## config.mk

```make
export PLATFORM = sky130hd
export DESIGN_NAME = mpush_fifo
export DESIGN_NICKNAME = d
export VERILOG_FILES = /design/src/rtl/fifo_pkg.sv /design/src/rtl/fifo_ptr_add.sv /design/src/rtl/mpush_fifo.sv
export SDC_FILE = /design/constraint.sdc
export NUM_CORES = 1
export LEC_CHECK = 0
export CAP_MARGIN = 15
export CORE_MARGIN = 3
export CORE_UTILIZATION = 60
export DETAILED_ROUTE_END_ITERATION = 8
export PLACE_DENSITY = 0.82
export SYNTH_ARGS = -nofsm -noshare
export SYNTH_HDL_FRONTEND = slang
export SYNTH_HIERARCHICAL = 1
export SYNTH_SLANG_ARGS = --single-unit
```

## constraint.sdc

```tcl
create_clock -name clk -period 6.6 [get_ports clk]
set_input_delay 0.99 -clock clk [delete_from_list [all_inputs] [get_ports clk]]
set_output_delay 0.99 -clock clk [all_outputs]
set_load 0.02 [all_outputs]
```

## src/rtl/fifo_pkg.sv

```systemverilog
// fifo_pkg: width helpers and default parameters shared by the multi-push FIFO files.
package fifo_pkg;

    localparam int MPF_WIDTH = 8;
    localparam int MPF_DEPTH = 8;
    localparam int MPF_NPSH  = 4;

    function automatic int ptr_w(input int depth);
        return (depth > 1) ? $clog2(depth) : 1;
    endfunction

    function automatic int cnt_w(input int depth);
        return $clog2(depth + 1);
    endfunction

endpackage

```

## src/rtl/fifo_ptr_add.sv

```systemverilog
// fifo_ptr_add: (ptr + inc) mod DEPTH for any DEPTH; needs ptr < DEPTH and inc <= DEPTH.
module fifo_ptr_add #(
    parameter int DEPTH = 8,
    parameter int PW    = 3,
    parameter int IW    = 3
) (
    input  logic [PW-1:0] ptr,
    input  logic [IW-1:0] inc,
    output logic [PW-1:0] sum
);

    localparam int SW = ((PW > IW) ? PW : IW) + 1;

    logic [SW-1:0] s;

    // The raw sum is below 2*DEPTH, so a single conditional subtract wraps it.
    assign s   = SW'(ptr) + SW'(inc);
    assign sum = (s >= SW'(DEPTH)) ? PW'(s - SW'(DEPTH)) : PW'(s);

endmodule

```

## src/rtl/mpush_fifo.sv

```systemverilog
// mpush_fifo: FIFO accepting up to NPSH words per cycle, single pop, fall-through head.
// Define MPUSH_FIFO_ERR_EN to build the sticky err flag for rejected pushes and empty pops.
module mpush_fifo
    import fifo_pkg::*;
#(
    parameter int WIDTH = MPF_WIDTH,
    parameter int DEPTH = MPF_DEPTH,
    parameter int NPSH  = MPF_NPSH
) (
    input  logic                              clk,
    input  logic                              rst_n,
    input  logic                              psh,
    input  logic [cnt_w(NPSH)-1:0]            psh_cnt,
    input  logic [NPSH-1:0][WIDTH-1:0]        din,
    input  logic                              pop,
    output logic [WIDTH-1:0]                  dout,
    output logic                              dout_val,
    output logic                              full,
    output logic [cnt_w(DEPTH)-1:0]           free_cnt,
    output logic                              err
);

    localparam int PW = ptr_w(DEPTH);
    localparam int CW = cnt_w(DEPTH);
    localparam int NW = cnt_w(NPSH);

    logic [WIDTH-1:0] mem [DEPTH];
    logic [PW-1:0]    rptr, wptr, rptr_nxt, wptr_nxt;
    logic [PW-1:0]    laddr [NPSH];
    logic [CW-1:0]    count, count_nxt;
    logic             psh_ok, pop_ok;

    // Space is judged on registered state only; a same-cycle pop never frees room.
    assign free_cnt  = CW'(DEPTH) - count;
    assign psh_ok    = psh && (psh_cnt != '0) && (CW'(psh_cnt) <= free_cnt);
    assign pop_ok    = pop && (count != '0);
    assign count_nxt = count + (psh_ok ? CW'(psh_cnt) : '0) - CW'(pop_ok);

    assign dout_val = (count != '0);
    assign full     = (free_cnt < CW'(NPSH));
    assign dout     = dout_val ? mem[rptr] : '0;

    for (genvar g = 0; g < NPSH; g++) begin : g_lane
        fifo_ptr_add #(.DEPTH(DEPTH), .PW(PW), .IW(NW)) u_lane (
            .ptr (wptr),
            .inc (NW'(g)),
            .sum (laddr[g])
        );
    end

    fifo_ptr_add #(.DEPTH(DEPTH), .PW(PW), .IW(NW)) u_wadv (
        .ptr (wptr),
        .inc (psh_cnt),
        .sum (wptr_nxt)
    );

    fifo_ptr_add #(.DEPTH(DEPTH), .PW(PW), .IW(1)) u_radv (
        .ptr (rptr),
        .inc (1'b1),
        .sum (rptr_nxt)
    );

    always_ff @(posedge clk) begin
        for (int i = 0; i < NPSH; i++)
            if (psh_ok && (i < int'(psh_cnt)))
                mem[laddr[i]] <= din[i];
    end

    always_ff @(posedge clk or negedge rst_n) begin
        if (!rst_n) begin
            rptr  <= '0;
            wptr  <= '0;
            count <= '0;
        end else begin
            if (psh_ok)
                wptr <= wptr_nxt;
            if (pop_ok)
                rptr <= rptr_nxt;
            count <= count_nxt;
        end
    end

`ifdef MPUSH_FIFO_ERR_EN
    logic err_q;

    always_ff @(posedge clk or negedge rst_n) begin
        if (!rst_n)
            err_q <= 1'b0;
        else if ((psh && (psh_cnt != '0) && !psh_ok) || (pop && !pop_ok))
            err_q <= 1'b1;
    end

    assign err = err_q;
`else
    assign err = 1'b0;
`endif

endmodule

```

==> out/metrics.cfg, run 1 <==
[synth]
synthTopCellsByArea = edfxtp_1 (34%), mux2i_1 (13%), a222oi_1 (7.1%)
synth_seq_area_share_pct = 38.6
synth_top_flop_cell = edfxtp_1
synth-seq-cells = 74
syn-instance-count = 471
synth_edf_count = 64
yosysTopAreaCell = edfxtp_1
ys_async_sr_fraction_pct = 13.5
synth_area_um2 = 5620
synth_top_cell_area_share_pct = 34.2
synthDistinctLibCells = 60
syn_avg_cell_area_um2 = 11.9
synth.yosys.warnings = 6

[floorplan]
ioPinCount = 54
coreArea_um2 = 8890
start_util_pct = 63.2
fp.dieW_um = 103
die_y_um = 103
die-area_um2 = 10600
rows = 34

[clock_tree]
clk_pin_slew_ns = 0.08
cts_buffers = 9
postCtsSetupRepairBufs = 0
clkSinkCount = 74
clkLatencyLatePin_ns = 0.37
cts_max_level = 3
clockBufferDepth = 2
cts_hold_buffers = 0
cts_root_buffer = clkbuf_8
cts_resized = 0
tritoncts = done

[power_and_ir_drop]
p_int_mw = 1.85
switching_power_mw = 1.45
peakVddDrop_mv = 0.524
pwr-share-comb_pct = 58.4
power_density_nw_per_um2 = 519
p_leak_nw = 2.31
pwr-share-seq_pct = 30.5
clockPowerShare_pct = 11.1
swShare_pct = 43.9

[sta]
worst_pin_slew_ns = 0.960
slew_viol_final = 0
fin_crit_sh_pct = 63.9
slew-limit-headroom_pct = 35.7
period_minus_slack_ns = 4.22
rsz0062_at_grt = false
tns_ns = 0
final_hold_viol_count = 0
fin_skew_ns = 0.0113
holdWs_ns = 0.704
finalSetupViolCount = 0
fmaxAchievable_mhz = 237

[routing]
via_count = 4590
vias_per_cell = 7.39
firstDrtPassIters = 9
drt_wl_total_um = 16400
drt_iter0_drc = 720
ant_nets = 0
wl_per_cell_um = 26.4
drc = 1

[layout]
multiInputGateArea_um2 = 3170
drive_above_1_share_pct = 13.8
final_nets = 569
final_cell_mix = mux2i_1 (72), edfxtp_1 (64), clkdlybuf4s50_1 (52)
seqCellArea_um2 = 2170
num_antenna_cells = 0
area_growth_pct = 13.2
fillCellCount = 634
layout_commonest_cell = mux2i_1

[placed_design]
place.gp.congestion = 0.939
dpl.hpwl_um = 12200
port_buffers = 52

[grt]
grt_usage_pct = 32.2
antenna_found_initial = 0
first_global_vias = 4440
grt_max_degree = 19
grt-ovfl-total = 0
grt_first_pass_wirelength_um = 25100

[critical_path]
crit_path_end = mem[5][6]
cp.required_ns = 6.61
crit_type = input port to flip-flop
crit_path_start_kind = input port
cp_max_fo = 10
worstSetupEndpointType = flip-flop
r2r_end = mem[5][6]
worstRegToRegCells = 10
rrSetupSlack_ns = 2.72
arrival_ns = 4.22
rr_startpoint = count[0]
startpoint = psh_cnt[1]

[job]
max_cap_viol_count = 0

[min_path]
hold_class = flip-flop to flip-flop

[status]
status = finished with violations
violations = design-rule violations

critical path, cell delays in order:
cell and delay (ns):
clkdlybuf4s50_1 0.54, ha_1 0.36, nor2b_1 0.20, o21ai_0 0.18
a221oi_1 0.55, nor2_1 0.31, a21oi_1 0.64, nand2_1 0.45
logic make-up after synthesis:
logic type	after synthesis	share of synthesized area, %
multiplexers	94	20.4
other	2	0.134
AND/OR/NAND/NOR	103	11.1
flip-flops	74	38.6
XOR/XNOR	11	3.18
buffers and inverters	73	5.92
adder cells (fa/ha/maj)	22	5.70
AO/OA/AOI/OAI	92	14.9
cell type report:
| type | instances | share of cell area [%] |
|---|---|---|
| Tap cell | 108 | 2.12 |
| Clock buffer | 9 | 1.95 |
| Clock inverter | 7 | 1.20 |
| Multi-Input combinational cell | 336 | 49.8 |
| Inverter | 32 | 1.89 |
| Sequential cell | 74 | 34.1 |
| Timing Repair Buffer | 55 | 8.85 |
flip-flops by register name, summed over array words and instances, names as in the netlist:
name / cells
rptr: 3
wptr: 3
count: 4
mem: 64
how the worst min path moves through the flow:
stage / from / endpoint / slack, ns / depth (start not counted)
after CTS: wptr[2] / wptr[2] / 0.72 / 1
after global placement: wptr[0] / wptr[0] / 0.68 / 1
final: wptr[2] / wptr[2] / 0.70 / 1
after detailed placement: wptr[2] / wptr[2] / 0.70 / 1
after global routing: wptr[2] / wptr[2] / 0.75 / 1
after floorplan: wptr[0] / wptr[0] / 0.60 / 1
cell usage after synthesis, drive strengths merged (2+ instances only):
cell	n
mux2i	72
edfxtp	64
nor2	44
a222oi	40
inv	32
a221oi	25
clkbuf	22
buf	19
nand2	19
ha	16
mux4	16
dfrtp	10
a21oi	9
nor3	8
fa	6
mux2	6
nor3b	6
xor2	5
xor3	5
a31oi	4
nor4b	4
a21boi	3
a41oi	3
and3	3
nand3	3
nor2b	3
o211ai	3
and2	2
and3b	2
conb	2
nor4	2
o21ai	2
or2	2
routing by layer:
layer | global-route usage, % | vias up | share of wire, %
met5 | 0 | - | 0
met4 | 15.0 | 0 | 5.0
met3 | 6.50 | 82 | 11
met2 | 53.1 | 355 | 48
met1 | 40.9 | 2213 | 36
li1 | - | 1940 | -
power groups by stage:
stage | combinational (mW) | clock [mW] | sequential, mW
final | 1.93 | 0.368 | 1.01
after CTS | 1.87 | 0.365 | 1.03
after floorplan | 1.41 | 0 | 0.911
after global placement | 1.81 | 0 | 1.02
after detailed placement | 1.87 | 0 | 1.04
after global routing | 2.07 | 0.389 | 1.03
stage by stage:
step	setup WS [ns]	total power, mW	instance area, um^2	utilization (%)	cells
CTS	2.42	3.27	6330	71.2	620
detailed placement	2.06	2.91	6130	69.0	604
floorplan	3.00	2.32	5670	-	483
finish	2.38	3.30	6360	71.5	621
global placement	2.17	2.83	6130	69.0	604
global route	2.04	3.49	6360	71.5	621
Power figures use the tool's default switching activity.
==> run 2: changes to the inputs <==
--- a/config.mk
+++ b/config.mk
@@ -7,9 +7,9 @@
 export LEC_CHECK = 0
 export CAP_MARGIN = 15
 export CORE_MARGIN = 3
-export CORE_UTILIZATION = 60
+export CORE_UTILIZATION = 59
 export DETAILED_ROUTE_END_ITERATION = 8
-export PLACE_DENSITY = 0.82
+export PLACE_DENSITY = 0.81
 export SYNTH_ARGS = -nofsm -noshare
 export SYNTH_HDL_FRONTEND = slang
 export SYNTH_HIERARCHICAL = 1
==> constraint.sdc (replaced) <==
create_clock -name clk -period 4.15 [get_ports clk]
set_input_delay 0.6225 -clock clk [delete_from_list [all_inputs] [get_ports clk]]
set_output_delay 0.6225 -clock clk [all_outputs]
set_load 0.02 [all_outputs]
==> out/metrics.cfg, run 2 (same netlist as run 1, synthesis figures left out) <==
[routing]
firstDrtPassIters = 9
via_count = 4867
ant_nets = 0
drt_iter0_drc = 1068
wl_per_cell_um = 27.3
vias_per_cell = 7.35
drc = 33
drt_wl_total_um = 18100

[layout]
multiInputGateArea_um2 = 3180
instances_no_fill = 662
final_nets = 592
num_antenna_cells = 0
area_growth_pct = 16.5
largest_reg_flops = 64
layout_commonest_cell = mux2i_1
final_cell_mix = mux2i_1 (72), edfxtp_1 (64), clkdlybuf4s50_1 (52)
post-route-util_pct = 73.0
seqCellArea_um2 = 2170
fin_area_um2 = 6550
drive_above_1_share_pct = 17.9
fillCellCount = 611

[power_and_ir_drop]
switching_power_mw = 2.44
power.total_mw = 5.47
peakVddDrop_mv = 0.600
power_density_nw_per_um2 = 835
p_int_mw = 3.03
pwr-share-comb_pct = 59.8
pwr-share-seq_pct = 29.0
swShare_pct = 44.6
clockPowerShare_pct = 11.2
p_leak_nw = 2.41

[critical_path]
worstRegToRegCells = 10
slowest_stage = nor3b_2
rrSetupSlack_ns = 0.33
worstSetupEndpointType = flip-flop
cp.required_ns = 4.19
rr_startpoint = count[0]
cpPeakStageDelay_ns = 0.80
startpoint = count[0]
r2r_end = mem[5][7]
cp_max_fo = 10
arrival_ns = 3.86
crit_path_start_kind = flip-flop
crit_type = flip-flop to flip-flop
crit_chain = inv_1 -> ha_1 -> inv_1 -> ha_1 -> nor2b_1 -> o21ai_0 -> a221oi_1 -> nor2_1 -> nor3b_2 -> a222oi_1

[clock_tree]
clkLatencyLatePin_ns = 0.36
clkSinkCount = 74
cts_max_level = 3
tritoncts = done
cts_root_buffer = clkbuf_8
clk_pin_slew_ns = 0.09
cts_buffers = 9
clockBufferDepth = 2
cts_resized = 0
postCtsSetupRepairBufs = 0
cts_hold_buffers = 0

[sta]
slew-limit-headroom_pct = 31.9
fmaxAchievable_mhz = 261
finalSetupViolCount = 0
fin_skew_ns = 0.00981
fin_crit_sh_pct = 92.2
slew_viol_final = 0
rsz0062_at_grt = false
period_minus_slack_ns = 3.82
tns_ns = 0
worst_pin_slew_ns = 1.02
final_hold_viol_count = 0

[grt]
grt-ovfl-total = 0
grt_max_degree = 19
grt_first_pass_wirelength_um = 27600
antenna_found_initial = 0
first_global_vias = 4885
grt_usage_pct = 33.6

[floorplan]
die_y_um = 104
ioPinCount = 54
die-area_um2 = 10700
start_util_pct = 62.6
coreArea_um2 = 8980
rows = 34
fp.dieW_um = 104

[min_path]
hold_class = input port to asynchronous set/reset pin

[job]
max_cap_viol_count = 0

[placed_design]
dpl.cell_count = 646
dpl.hpwl_um = 12500
dpl_cell_area_um2 = 6340
port_buffers = 52
place.gp.congestion = 0.968

[status]
violations = design-rule violations
status = finished with violations

-- run 2: how the worst max path moves through the flow --
stage	slack, ns	depth (start not counted)	end
global placement	0.44	11	mem[0][2]
global route	0.21	10	mem[5][7]
floorplan	0.61	15	count[2]
finish	0.33	10	mem[5][7]
CTS	0.51	10	mem[5][7]
detailed placement	0.31	9	mem[5][7]
-- run 2: metal layers --
| metal | track usage (%) | vias to the layer above | part of all wire (%) |
|---|---|---|---|
| met5 | 0 | - | 0 |
| met4 | 19.5 | 0 | 6.1 |
| met3 | 9.95 | 105 | 16 |
| met2 | 50.8 | 494 | 45 |
| met1 | 42.9 | 2276 | 33 |
| li1 | - | 1992 | - |
-- run 2: through the flow --
step	hold WS, ns	worst slack [ns]
6_report	0.589	0.325
5_1_grt	0.617	0.213
4_1_cts	0.595	0.508
3_5_place_dp	0.656	0.309
3_3_place_gp	0.660	0.439
2_1_floorplan	0.327	0.613
-- run 2: final cells by class --
type                       count  area share (%)
clock buffer                   9            1.89
clock inverter                 7            1.30
inverter                      32            1.83
multi-input combinational    336            48.5
sequential                    74            33.2
tap                          126            2.41
timing repair buffer          78            10.9
-- run 2: power groups by stage --
stage          clock network (mW)  registers (mW)  logic (mW)
3_3_place_gp                    0            1.59        3.09
4_1_cts                     0.603            1.59        3.20
3_5_place_dp                    0            1.60        3.18
2_1_floorplan                   0            1.45        2.25
5_1_grt                     0.636            1.62        3.47
6_report                    0.611            1.59        3.27
-- run 2: critical path, delay by kind of cell, from the launching register on --
kind,cells,cell delay (ns)
AOI/OAI and AO/OA,3,0.92
DFF,1,0.48
buffers and inverters,2,0.13
adders and majority gates,2,0.59
and+or+nand+nor,3,1.37
